File: src/rtl/matmul_stream_engine.sv
// rtl/matmul_stream_engine.sv - register-file matrix multiplier streaming C = A*B with raw/ReLU/saturate modes
// Optional build macro: MATMUL_ABORT_EN adds an abort input that cancels a run and returns to IDLE.
module matmul_stream_engine #(
  parameter int M          = 3,
  parameter int N          = 3,
  parameter int P          = 3,
  parameter int DATA_WIDTH = 8,
  parameter int ACC_WIDTH  = 2*DATA_WIDTH+$clog2(N)
) (
  input  logic                          clk,
  input  logic                          rst_n,
`ifdef MATMUL_ABORT_EN
  input  logic                          abort,
`endif
  input  logic [1:0]                    mode,
  input  logic signed [DATA_WIDTH-1:0]  a_data_in,
  input  logic [$clog2(M*N)-1:0]        a_addr,
  input  logic                          a_wen,
  input  logic signed [DATA_WIDTH-1:0]  b_data_in,
  input  logic [$clog2(N*P)-1:0]        b_addr,
  input  logic                          b_wen,
  input  logic                          start_computation,
  output logic                          busy,
  output logic signed [ACC_WIDTH-1:0]   result_out,
  output logic [$clog2(M*P)-1:0]        result_idx,
  output logic                          result_valid,
  input  logic                          result_ready,
  output logic                          computation_done
);

  localparam int AW = $clog2(M*N);
  localparam int BW = $clog2(N*P);
  localparam int RW = $clog2(M*P);
  localparam int IW = (M > 1) ? $clog2(M) : 1;
  localparam int JW = (P > 1) ? $clog2(P) : 1;
  localparam int KW = (N > 1) ? $clog2(N) : 1;

  // Depths carry one extra bit so a power-of-two depth is still representable.
  localparam logic [AW:0] A_DEPTH = (AW+1)'(M*N);
  localparam logic [BW:0] B_DEPTH = (BW+1)'(N*P);

  // Saturation window for mode 10, expressed at accumulator width.
  localparam logic signed [ACC_WIDTH-1:0] SAT_MAX = ACC_WIDTH'((2**(DATA_WIDTH-1))-1);
  localparam logic signed [ACC_WIDTH-1:0] SAT_MIN = ~SAT_MAX;

  typedef enum logic [1:0] {
    S_IDLE    = 2'd0,
    S_COMPUTE = 2'd1,
    S_OUTPUT  = 2'd2,
    S_DONE    = 2'd3
  } state_t;

  state_t                        state_q, state_d;
  logic [IW-1:0]                 i_q, i_d;
  logic [JW-1:0]                 j_q, j_d;
  logic [KW-1:0]                 k_q, k_d;
  logic signed [ACC_WIDTH-1:0]   acc_q, acc_d;
  logic [1:0]                    mode_q, mode_d;

  logic signed [DATA_WIDTH-1:0]  a_mem_q [M*N];
  logic signed [DATA_WIDTH-1:0]  b_mem_q [N*P];

  logic [AW-1:0]                 a_rd_idx;
  logic [BW-1:0]                 b_rd_idx;
  logic signed [DATA_WIDTH-1:0]  a_rd, b_rd;
  logic signed [ACC_WIDTH-1:0]   a_ext, b_ext, prod;
  logic signed [ACC_WIDTH-1:0]   result_val;
  logic                          last_k, last_j, last_i;
  logic                          abort_req;

`ifdef MATMUL_ABORT_EN
  assign abort_req = abort;
`else
  assign abort_req = 1'b0;
`endif

  // Operand fetch and one signed product per cycle: A[i][k] * B[k][j].
  always_comb begin
    a_rd_idx = AW'(int'(i_q) * N + int'(k_q));
    b_rd_idx = BW'(int'(k_q) * P + int'(j_q));
    a_rd     = a_mem_q[a_rd_idx];
    b_rd     = b_mem_q[b_rd_idx];
    a_ext    = {{(ACC_WIDTH-DATA_WIDTH){a_rd[DATA_WIDTH-1]}}, a_rd};
    b_ext    = {{(ACC_WIDTH-DATA_WIDTH){b_rd[DATA_WIDTH-1]}}, b_rd};
    prod     = a_ext * b_ext;
  end

  assign last_k = (k_q == KW'(N-1));
  assign last_j = (j_q == JW'(P-1));
  assign last_i = (i_q == IW'(M-1));

  // Host writes land only while idle and only for in-range addresses.
  always_ff @(posedge clk or negedge rst_n) begin
    if (!rst_n) begin
      for (int e = 0; e < M*N; e++) a_mem_q[e] <= '0;
      for (int e = 0; e < N*P; e++) b_mem_q[e] <= '0;
    end else if (state_q == S_IDLE) begin
      if (a_wen && ({1'b0, a_addr} < A_DEPTH)) a_mem_q[a_addr] <= a_data_in;
      if (b_wen && ({1'b0, b_addr} < B_DEPTH)) b_mem_q[b_addr] <= b_data_in;
    end
  end

  // State, loop counters, accumulator and latched mode.
  always_ff @(posedge clk or negedge rst_n) begin
    if (!rst_n) begin
      state_q <= S_IDLE;
      i_q     <= '0;
      j_q     <= '0;
      k_q     <= '0;
      acc_q   <= '0;
      mode_q  <= '0;
    end else begin
      state_q <= state_d;
      i_q     <= i_d;
      j_q     <= j_d;
      k_q     <= k_d;
      acc_q   <= acc_d;
      mode_q  <= mode_d;
    end
  end

  // Next-state: accumulate N products, present the element, then step j/i.
  always_comb begin
    state_d = state_q;
    i_d     = i_q;
    j_d     = j_q;
    k_d     = k_q;
    acc_d   = acc_q;
    mode_d  = mode_q;
    unique case (state_q)
      S_IDLE: begin
        if (start_computation) begin
          state_d = S_COMPUTE;
          i_d     = '0;
          j_d     = '0;
          k_d     = '0;
          acc_d   = '0;
          mode_d  = mode;
        end
      end
      S_COMPUTE: begin
        acc_d = acc_q + prod;
        if (last_k) begin
          k_d     = '0;
          state_d = S_OUTPUT;
        end else begin
          k_d = k_q + KW'(1);
        end
      end
      S_OUTPUT: begin
        if (result_ready) begin
          if (last_i && last_j) begin
            state_d = S_DONE;
          end else begin
            acc_d   = '0;
            k_d     = '0;
            state_d = S_COMPUTE;
            if (last_j) begin
              j_d = '0;
              i_d = i_q + IW'(1);
            end else begin
              j_d = j_q + JW'(1);
            end
          end
        end
      end
      S_DONE: begin
        state_d = S_IDLE;
      end
      default: state_d = S_IDLE;
    endcase
    // Cancelling a run wins over any handshake in the same cycle.
    if (abort_req && (state_q != S_IDLE)) state_d = S_IDLE;
  end

  // Result shaping: 01 clips negatives, 10 clamps to the operand range, 00/11 pass through.
  always_comb begin
    result_val = acc_q;
    unique case (mode_q)
      2'b01: begin
        if (acc_q[ACC_WIDTH-1]) result_val = '0;
      end
      2'b10: begin
        if (acc_q > SAT_MAX)      result_val = SAT_MAX;
        else if (acc_q < SAT_MIN) result_val = SAT_MIN;
      end
      default: result_val = acc_q;
    endcase
  end

  // Outputs decode from the state; data and index are zero outside OUTPUT.
  always_comb begin
    busy             = (state_q != S_IDLE);
    result_valid     = (state_q == S_OUTPUT);
    computation_done = (state_q == S_DONE);
    result_out       = '0;
    result_idx       = '0;
    if (state_q == S_OUTPUT) begin
      result_out = result_val;
      result_idx = RW'(int'(i_q) * P + int'(j_q));
    end
  end

endmodule

File: config.mk
export PLATFORM = sky130hd
export DESIGN_NAME = matmul_stream_engine
export DESIGN_NICKNAME = d
export VERILOG_FILES = /design/src/rtl/matmul_stream_engine.sv
export SDC_FILE = /design/constraint.sdc
export NUM_CORES = 1
export LEC_CHECK = 0
export ABC_CLOCK_PERIOD_IN_PS = 8790
export BUFFER_PORTS_ARGS = -buffer_cell sky130_fd_sc_hd__buf_2
export CELL_PAD_IN_SITES_DETAIL_PLACEMENT = 0
export CELL_PAD_IN_SITES_GLOBAL_PLACEMENT = 1
export CORE_MARGIN = 5
export CORE_UTILIZATION = 52
export CTS_CLUSTER_DIAMETER = 40
export DETAILED_ROUTE_END_ITERATION = 7
export PLACE_DENSITY = 0.94
export SLEW_MARGIN = 15
export SYNTH_ARGS = -nofsm -noshare
export SYNTH_HDL_FRONTEND = slang
export SYNTH_SLANG_ARGS = --single-unit
File: constraint.sdc
create_clock -name clk -period 8.79 [get_ports clk]
set_input_delay 0 -clock clk [delete_from_list [all_inputs] [get_ports clk]]
set_output_delay 0 -clock clk [all_outputs]
set_load 0.01 [all_outputs]
==> summary.md, run 1 <==
| Metric | Value |
|---|---|
| Post-DP HPWL | `18100 microns` |
| # clock sinks | `172` |
| Starting density of the core | `53.1%` |
| First-pass DRT Iterations | `4` |
| Clk buf depth | `2` |
| Fraction of registers with async set/reset | `100%` |
| Initial drt markers | `306` |
| Fin Setup TNS | `0 ns` |
| Setup CP Type | `reg -> reg` |
| Synth cell count leaders | `dfrtp_1 (172), mux2_2 (146), inv_1 (114)` |
| First-pass GRT wire length | `41500 microns` |
| Vias | `7417` |
| Die Height | `160 microns` |
| Core footprint | `22000 sq um` |
| I/O pin cnt | `57` |
| Min-delay worst type | `in -> reg` |
| Seq cells post-synth | `172` |
| Overflow left after global routing | `0` |
| Sequential share of the synthesized area | `36.9%` |
| Vias in the first global route | `8005` |
| Placer Congestion | `0.844` |
| CTS tree | `done` |
| Slack of the critical path | `0.841 ns` |
| DP Area | `12300 sq um` |
| Final Cycle Share | `90.4%` |
| Final hold vios | `0` |
| Slew Limit Fails | `0` |
| Max_cap viols | `0` |
| Final WL | `24600 microns` |
| DRC viols | `0` |
| Worst Path Arrival | `8.27 ns` |
| Routed length per instance | `18.5 microns` |
| Top-count cell post-synth | `dfrtp_1` |
| Synth area leaders | `dfrtp_1 (37%), fa_1 (15%), mux2_2 (14%)` |
| CP Cell Sequence | `fa_1 -> ha_1 -> fa_1 -> mux4_2 -> mux2i_1 -> nor2_1 -> a21oi_2 -> nor2_1 -> fa_1 -> inv_1 -> fa_1 -> inv_1 -> fa_1 -> fa_1 -> inv_1 -> fa_1 -> inv_1 -> ha_1 -> o21a_1 -> o21ai_1 -> a21oi_1 -> or4_1 -> a32o_1` |
| Post-Syn Instances | `952` |
| Mean post-synth cell area | `12.2 sq um` |
| F_max | `126 MHz` |
| Die X | `160 microns` |
| CTS Buf Count | `17` |
| Worst slack, placed | `0.870 ns` |
| I/O Buffers | `56` |
| PostCTS Resize Cnt | `0` |
| Area fraction of the dominant cell type after synthesis | `36.9%` |
| CP Launch Type | `flop` |
| Clock H-tree levels | `4` |
| Setup crit end kind | `flop` |
| Final instance area | `13100 sq um` |
| Final #Nets | `1214` |
| Clk pin slew, worst setup/hold paths | `0.07 ns` |
| Netlist Area Pre-Place | `11600 sq um` |
| Die area | `25500 sq um` |
| Post-synth EDFFs | `0` |
| Setup repair after global routing missed its margin | `no` |
| Final ANT Viol Nets | `0` |
| GRT Util Overall | `20.1%` |
| Via density | `5.56` |
| Netlist cell types | `59` |
| Yosys warns | `0` |
| Syn Nets | `1125` |
| P&R area growth vs syn | `12.4%` |
| Post-route minimum period | `7.95 ns` |
| Ant. Diodes | `0` |
| WP data required | `9.11 ns` |
| Crit-path slowest cell | `fa_1` |
| Outcome | `complete, no violations` |
| Top_reg_cell synth | `dfrtp_1` |
| Max incr delay on CP | `1.15 ns` |
| Setup violations, final | `0` |
| Max FO, Critical Path | `17` |
| Slew margin rel. | `31.4%` |
| # rows | `54` |
| Share of layout cells above drive strength 1 | `29.2%` |
| CP most frequent cell | `fa_1` |
| Slew @ Worst Pin | `1.03 ns` |
| Fin Clk Skew | `0.00823 ns` |
| Root Driver | `clkbuf_16` |
| Synth area leader | `dfrtp_1` |
| Largest net degree at the start of global routing | `112` |
| Worst-Skew Late Latency | `0.43 ns` |
| Antenna violations before repair | `0` |
[per-stage QoR]
stage	hold WS, ns	utilization [%]	std cells
final	0.0764	59.6	1334
after global routing	0.0831	59.6	1334
after CTS	0.0654	59.6	1334
after detailed placement	0.228	55.9	1279
after global placement	0.216	55.9	1279
after floorplan	-0.296	-	952
[logic make-up (layout without fill, tap and decap cells)]
logic type	count (synthesis)	after routing	synth area share, %
buf+inv	137	239	4.69
mux	196	196	21.8
compound gates	101	101	5.89
fa+ha+maj	141	141	20.6
xor+xnor	18	18	1.48
simple gates	187	187	8.53
flops	172	172	36.9
[layout by cell type (no fill, tap or decap), types with 7 or more instances in the layout]
cell type,instances
dfrtp_1,172
mux2_2,146
inv_1,114
fa_1,85
nor2_1,61
ha_1,56
buf_2,55
mux4_2,32
nand2_1,31
a21oi_1,27
dlygate4sd3_1,23
mux2i_1,18
nand2b_1,17
clkbuf_16,17
o21ai_0,15
nor2b_1,14
o21a_1,13
xnor2_1,13
buf_4,12
a22o_1,11
nand3_1,10
a21oi_2,8
or2_1,7
nor3_1,7
[state kept, by name, summed over array words and instances (netlist names)]
signal / cells
k_q: 2
j_q: 2
mode_q: 2
i_q: 2
a_mem_q: 72
state_q: 2
b_mem_q: 72
acc_q: 18
[cell type report]
cell class,instances,area (sq um)
timing repair buffer,91,607
clock buffer,18,439
sequential,172,4300
multi-input combinational,643,6800
inverter,116,435
clock inverter,14,160
fill,1696,8860
tap,280,350
[what timing repair did]
| action | in CTS | in global routing |
|---|---|---|
| endpoints found under the hold margin | 258 | 0 |
| buffers inserted | 0 | 0 |
| hold buffers | 23 | 0 |
[metal layers]
layer  vias up  wire length, microns  global-route usage, %
met5         -                     0                      0
met4         0                   366                   5.40
met3        34                   630                   3.14
met2       100                 13200                   36.4
met1      3830                 10500                   25.3
li1       3453                     -                      -
[path summary, 6_finish.rpt]
check                             from           to  slack [ns]  cells after the start
setup reg to reg                j_q[1]    acc_q[14]        0.84                     23
hold / removal               b_addr[0]  b_mem_q[55]        0.08                      3
min in group asynchronous        rst_n  b_mem_q[43]        0.28                      2
max in group asynchronous        rst_n  a_mem_q[58]        7.12                      3
hold reg to reg            a_mem_q[37]  a_mem_q[37]        0.50                      1
setup / recovery                j_q[1]    acc_q[14]        0.84                     23
[worst max-delay path: cells and delay by family (launching register included)]
family / cells / cell delay [ns]
buffers and inverters: 4 / 0.21
multiplexers: 2 / 0.58
AND/OR/NAND/NOR: 3 / 0.69
flip-flops: 1 / 0.47
adder cells (fa/ha/maj): 9 / 4.75
AO/OA/AOI/OAI: 5 / 1.12
Power of run 1 is left out: the tool's default activity adds up to more than one toggle a clock period on the data nets, which glitch-free logic cannot reach.
==> inputs of run 2 (changes only) <==
--- a/config.mk
+++ b/config.mk
@@ -14,6 +14,7 @@
 export CTS_CLUSTER_DIAMETER = 40
 export DETAILED_ROUTE_END_ITERATION = 7
 export PLACE_DENSITY = 0.94
+export RECOVER_POWER = 100
 export SLEW_MARGIN = 15
 export SYNTH_ARGS = -nofsm -noshare
 export SYNTH_HDL_FRONTEND = slang
==> run 2 against run 1 <==
Net effect: worst setup slack worse by 0.16 ns; the run now ends with capacitance limit, slew limit left; sequential share of layout area grew 0.23 points; die area unchanged; utilization shrank 0.42 points; first-iteration DRC count increased by 17%; largest cell class unchanged; global-route usage is the same; flip-flop and latch count unchanged; highest routed layer unchanged; cell count did not move; wire length rose by 0.22%; clock skew is 0.0011 ns lower; fmax is 1.9% lower; worst hold slack better by 0.091 ns.
==> summary.md, run 2 (same netlist as run 1, synthesis figures left out) <==
| Metric | Value |
|---|---|
| Commonest non-fill, non-tap cell in the layout | `dfrtp_1` |
| Final Cycle Share | `92.2% (+1.8 points)` |
| First-pass DRT Iterations | `4 (unchanged)` |
| Die area | `25500 sq um (unchanged)` |
| DRC viols | `0 (unchanged)` |
| Clk buf depth | `2 (unchanged)` |
| CP most frequent cell | `fa_1` |
| Final WL | `24700 microns (+0.22%)` |
| Capturing point of the worst reg2reg path | `acc_q[14]` |
| Largest net degree at the start of global routing | `112 (unchanged)` |
| Post-DP HPWL | `18100 microns (unchanged)` |
| Vias | `7424 (+0.094%)` |
| Slew @ Worst Pin | `5.99 ns (+4.96 ns)` |
| I/O Buffers | `56 (unchanged)` |
| Vias in the first global route | `8005 (unchanged)` |
| Starting density of the core | `53.1% (unchanged)` |
| Clk pin slew, worst setup/hold paths | `0.07 ns (about the same)` |
| Final ANT Viol Nets | `0 (unchanged)` |
| Hold_sp | `a_addr[1]` |
| Final hold vios | `0 (unchanged)` |
| Core footprint | `22000 sq um (unchanged)` |
| Slew margin rel. | `-299% (-330 points)` |
| Die X | `160 microns (unchanged)` |
| Initial drt markers | `357 (+17%)` |
| Share of layout cells above drive strength 1 | `25.6% (-3.6 points)` |
| PostCTS Resize Cnt | `0 (unchanged)` |
| Outcome | `complete, but fails checks` |
| GRT Util Overall | `20.1% (unchanged)` |
| Overflow left after global routing | `0 (unchanged)` |
| Worst-Skew Late Latency | `0.44 ns (about the same)` |
| Cell count of the worst hold path | `3 (unchanged)` |
| Top Registers | `a_mem_q: 72 flops, b_mem_q: 72 flops, acc_q: 18 flops` |
| Min-delay worst type | `in -> reg` |
| Root Driver | `clkbuf_16` |
| P&R area growth vs syn | `11.6%` |
| Fin Setup TNS | `0 ns (unchanged)` |
| # rows | `54 (unchanged)` |
| Via density | `5.57 (about the same)` |
| Clock H-tree levels | `4 (unchanged)` |
| First-pass GRT wire length | `41500 microns (unchanged)` |
| Setup crit end kind | `flop` |
| Setup repair after global routing missed its margin | `no` |
| Slew Limit Fails | `112 (+112)` |
| F_max | `123 MHz (-1.9%)` |
| Crit-path slowest cell | `fa_1` |
| I/O pin cnt | `57 (unchanged)` |
| Die Height | `160 microns (unchanged)` |
| Final #Nets | `1214 (unchanged)` |
| CP Cell Sequence | `fa_1 -> ha_1 -> fa_1 -> mux4_2 -> mux2i_1 -> o21ai_0 -> inv_1 -> nor2_1 -> buf_4 -> fa_1 -> fa_1 -> fa_1 -> fa_1 -> ha_1 -> ha_1 -> nor3_1 -> nor2_1 -> nand3_1 -> a21oi_1 -> or4_1 -> a32o_1` |
| # clock sinks | `172 (unchanged)` |
| Setup CP Type | `reg -> reg` |
| Commonest cells after routing, fill and taps aside | `dfrtp_1 (172), mux2_2 (144), inv_1 (115)` |
| Hold Path Sink | `a_mem_q[24]` |
| Fin Clk Skew | `0.00716 ns (-0.00106 ns)` |
| Reg2Reg Depth | `21 (-8.7%)` |
| Max FO, Critical Path | `17 (unchanged)` |
| Max incr delay on CP | `1.14 ns (about the same)` |
| Worst Path Arrival | `8.43 ns (+0.16 ns)` |
| Post-route minimum period | `8.11 ns (+0.156 ns)` |
| CTS tree | `done` |
| Setup violations, final | `0 (unchanged)` |
| CTS Buf Count | `17 (unchanged)` |
| Placer Congestion | `0.844 (unchanged)` |
| Ant. Diodes | `0 (unchanged)` |
| Routed length per instance | `18.5 microns (+0.22%)` |
| WP data required | `9.11 ns (about the same)` |
| Reg-to-reg startpoint | `j_q[1]` |
| Failing checks | `capacitance limit, slew limit` |
| Antenna violations before repair | `0 (unchanged)` |
| CP Launch Type | `flop` |
| Worst reg2reg setup slack | `0.68 ns (-0.16 ns)` |
| Max_cap viols | `2 (+2)` |
==> run 2: changes by cell type in the layout (fill, tap and decap cells not counted), sizes merged <==
cell,delta
buf,-25
clkbuf,+25
==> run 2: worst max-delay path: cells and delay by family (launching register included) <==
kind | cells | cell delay, ns
simple gates | 5 | 1.04
compound gates | 3 | 1.08
mux | 2 | 0.45
buf+inv | 2 | 0.40
fa+ha+maj | 9 | 4.53
flops | 1 | 0.47
==> run 2: per-stage QoR <==
step	hold slack, ns	instance area (sq um)	setup slack [ns]	cells	utilization, %
CTS	0.0654	13100	0.861	1334	59.6
global placement	0.216	12300	1.06	1279	55.9
finish	0.167	13000	0.685	1334	59.2
floorplan	-0.296	11600	1.39	952	-
global route	0.193	13000	0.309	1334	59.2
detailed placement	0.228	12300	0.870	1279	55.9
==> run 2: repair_timing <==
action,4_1_cts,5_1_grt
endpoints found under the setup margin,0,0
hold endpoints to repair,258,0
hold buffers,23,0
buffers inserted,0,0
==> run 2: final cells by class <==
class / count / area [sq um]
tap: 280 / 350
multi-input combinational: 643 / 6750
clock buffer: 18 / 439
fill: 1725 / 8960
inverter: 116 / 435
timing repair buffer: 91 / 566
clock inverter: 14 / 160
sequential: 172 / 4300
==> run 2: how the worst max path moves through the flow <==
stage                     startpoint   endpoint  depth (start not counted)
after global routing          j_q[1]  acc_q[14]                         21
after floorplan               j_q[1]  acc_q[14]                         22
after detailed placement      j_q[1]  acc_q[14]                         23
after global placement        j_q[1]  acc_q[14]                         23
final                         j_q[1]  acc_q[14]                         21
after CTS                     j_q[1]  acc_q[14]                         23
==> run 2: per-layer routing <==
layer / track usage [%] / wire (microns)
met4: 5.40 / 386
met3: 3.14 / 822
met5: 0 / 0
met1: 25.3 / 10300
met2: 36.4 / 13100
Power of run 2 is left out for the same reason.
==> inputs of run 3 (changes only) <==
--- a/config.mk
+++ b/config.mk
@@ -11,6 +11,7 @@
 export CELL_PAD_IN_SITES_GLOBAL_PLACEMENT = 1
 export CORE_MARGIN = 5
 export CORE_UTILIZATION = 52
+export CTS_BUF_LIST = sky130_fd_sc_hd__clkbuf_16
 export CTS_CLUSTER_DIAMETER = 40
 export DETAILED_ROUTE_END_ITERATION = 7
 export PLACE_DENSITY = 0.94
==> run 3 against run 2 <==
Net effect: die area unchanged; critical path type unchanged; design area about the same; cell count unchanged; critical path depth unchanged; worst setup slack improved by 0.012 ns; the flow still finishes with violations (capacitance limit, slew limit); fmax increased by 0.15%; highest routed layer unchanged.
==> summary.md, run 3 (same netlist as run 1, synthesis figures left out) <==
| Metric | Value |
|---|---|
| Outcome | `complete, but fails checks` |
| Failing checks | `capacitance limit, slew limit` |
| Ant. Diodes | `0 (unchanged)` |
| Final #Nets | `1214 (unchanged)` |
| # rows | `54 (unchanged)` |
| Die Height | `160 microns (unchanged)` |
| CP bufs+invs | `2 (unchanged)` |
| CTS Buf Count | `17 (unchanged)` |
| Antenna violations before repair | `0 (unchanged)` |
| Share of layout cells above drive strength 1 | `25.5% (-0.095 points)` |
| Final ANT Viol Nets | `0 (unchanged)` |
| Die area | `25500 sq um (unchanged)` |
| First-pass DRT Iterations | `4 (unchanged)` |
| Worst Path Arrival | `8.42 ns (about the same)` |
| CP top delay family | `adder cells` |
| Crit-path slowest cell | `fa_1` |
| Worst Hold Margin | `0.174 ns (+0.00659 ns)` |
| Final hold vios | `0 (unchanged)` |
| Post-route minimum period | `8.09 ns (-0.0124 ns)` |
| Post-DP HPWL | `18100 microns (unchanged)` |
| Vias | `7417 (-0.094%)` |
| CP Cell Sequence | `fa_1 -> ha_1 -> fa_1 -> mux4_2 -> mux2i_1 -> o21ai_0 -> inv_1 -> nor2_1 -> buf_4 -> fa_1 -> fa_1 -> fa_1 -> fa_1 -> ha_1 -> ha_1 -> nor3_1 -> nor2_1 -> nand3_1 -> a21oi_1 -> or4_1 -> a32o_1` |
| Max incr delay on CP | `1.14 ns (about the same)` |
| GRT Util Overall | `20.1% (unchanged)` |
| Clk pin slew, worst setup/hold paths | `0.07 ns (about the same)` |
| Clock H-tree levels | `4 (unchanged)` |
| Fin Setup TNS | `0 ns (unchanged)` |
| Core footprint | `22000 sq um (unchanged)` |
| Final instance area | `13000 sq um (about the same)` |
| CP most frequent cell | `fa_1` |
| CP Launch Type | `flop` |
| DP Area | `12300 sq um (unchanged)` |
| Slew margin rel. | `-297% (+1.8 points)` |
| Setup violations, final | `0 (unchanged)` |
| Setup crit end kind | `flop` |
| Max_cap viols | `2 (unchanged)` |
| Die X | `160 microns (unchanged)` |
| Largest net degree at the start of global routing | `112 (unchanged)` |
| DRC viols | `0 (unchanged)` |
| Clk buf depth | `2 (unchanged)` |
| Top Registers | `a_mem_q: 72 flops, b_mem_q: 72 flops, acc_q: 18 flops` |
| Commonest cells after routing, fill and taps aside | `dfrtp_1 (172), mux2_2 (144), inv_1 (115)` |
| Slew Limit Fails | `112 (unchanged)` |
| Initial drt markers | `351 (-1.7%)` |
| Worst-Skew Late Latency | `0.44 ns (about the same)` |
| Starting density of the core | `53.1% (unchanged)` |
| Root Driver | `clkbuf_16` |
| I/O pin cnt | `57 (unchanged)` |
| P&R area growth vs syn | `11.5% (about the same)` |
| Setup CP Type | `reg -> reg` |
| Min-delay worst type | `in -> reg` |
| Overflow left after global routing | `0 (unchanged)` |
| Fillers | `1730 (+0.29%)` |
| WP data required | `9.11 ns (about the same)` |
| CTS tree | `done` |
| Slew @ Worst Pin | `5.96 ns (-0.0270 ns)` |
| I/O Buffers | `56 (unchanged)` |
| Fin Clk Skew | `0.00809 ns (+0.000923 ns)` |
| Final Cycle Share | `92.1% (-0.14 points)` |
| F_max | `124 MHz (+0.15%)` |
| Setup repair after global routing missed its margin | `no` |
| # clock sinks | `172 (unchanged)` |
| Via density | `5.56 (about the same)` |
| Routed length per instance | `18.5 microns (-0.19%)` |
| Max FO, Critical Path | `17 (unchanged)` |
| Commonest non-fill, non-tap cell in the layout | `dfrtp_1` |
| PostCTS Resize Cnt | `0 (unchanged)` |
| Final core utilization | `59.2% (about the same)` |
| Vias in the first global route | `8005 (unchanged)` |
| Placer Congestion | `0.844 (unchanged)` |
| First-pass GRT wire length | `41500 microns (unchanged)` |
| Final WL | `24600 microns (-0.19%)` |
==> run 3: cell count changes in the layout (fill, tap and decap cells not counted) <==
cell	change
clkinv_1	+1
clkbuf_8	-1
==> run 3: layout make-up <==
| class | instances | area (sq um) | area share, % |
|---|---|---|---|
| timing repair buffer | 91 | 566 | 4.35 |
| tap | 280 | 350 | 2.70 |
| sequential | 172 | 4300 | 33.1 |
| inverter | 116 | 435 | 3.35 |
| multi-input combinational | 643 | 6750 | 51.9 |
| clock buffer | 17 | 425 | 3.27 |
| clock inverter | 15 | 164 | 1.26 |
==> run 3: repair_timing <==
action | 4_1_cts | 5_1_grt
hold endpoints to repair | 258 | 0
hold buffers | 23 | 0
buffers inserted | 0 | 0
==> run 3: final timing paths <==
kind	from	endpoint	slack, ns	cells after the start
worst max register to register	j_q[1]	acc_q[14]	0.70	21
max in group asynchronous	rst_n	a_mem_q[41]	2.68	3
worst min register to register	a_mem_q[37]	a_mem_q[37]	0.50	1
min in group asynchronous	rst_n	b_mem_q[43]	2.33	2
worst max-delay path	j_q[1]	acc_q[14]	0.70	21
worst min-delay path	a_addr[1]	a_mem_q[24]	0.17	3
==> run 3: metal layers <==
metal  vias up  wire length, microns  track usage (%)
met1      3815                 10300             25.3
li1       3448                     -                -
met2       124                 13200             36.4
met5         -                     0                0
met4         0                   374             5.40
met3        30                   805             3.14
==> run 3: per-stage QoR <==
| step | std cells | setup WS [ns] |
|---|---|---|
| after CTS | 1334 | 0.861 |
| after floorplan | 952 | 1.39 |
| after global routing | 1334 | 0.309 |
| after detailed placement | 1279 | 0.870 |
| after global placement | 1279 | 1.06 |
| final | 1334 | 0.697 |
==> run 3: worst reg2reg max path, cell delays in order (launching register included) <==
cell and delay [ns]:
dfrtp_1 0.47, fa_1 0.51, ha_1 0.22, fa_1 1.14, mux4_2 0.39, mux2i_1 0.07, o21ai_0 0.74, inv_1 0.15
nor2_1 0.13, buf_4 0.25, fa_1 0.48, fa_1 0.53, fa_1 0.46, fa_1 0.52, ha_1 0.31, ha_1 0.35
nor3_1 0.25, nor2_1 0.09, nand3_1 0.09, a21oi_1 0.08, or4_1 0.49, a32o_1 0.26
Power of run 3 is left out for the same reason.
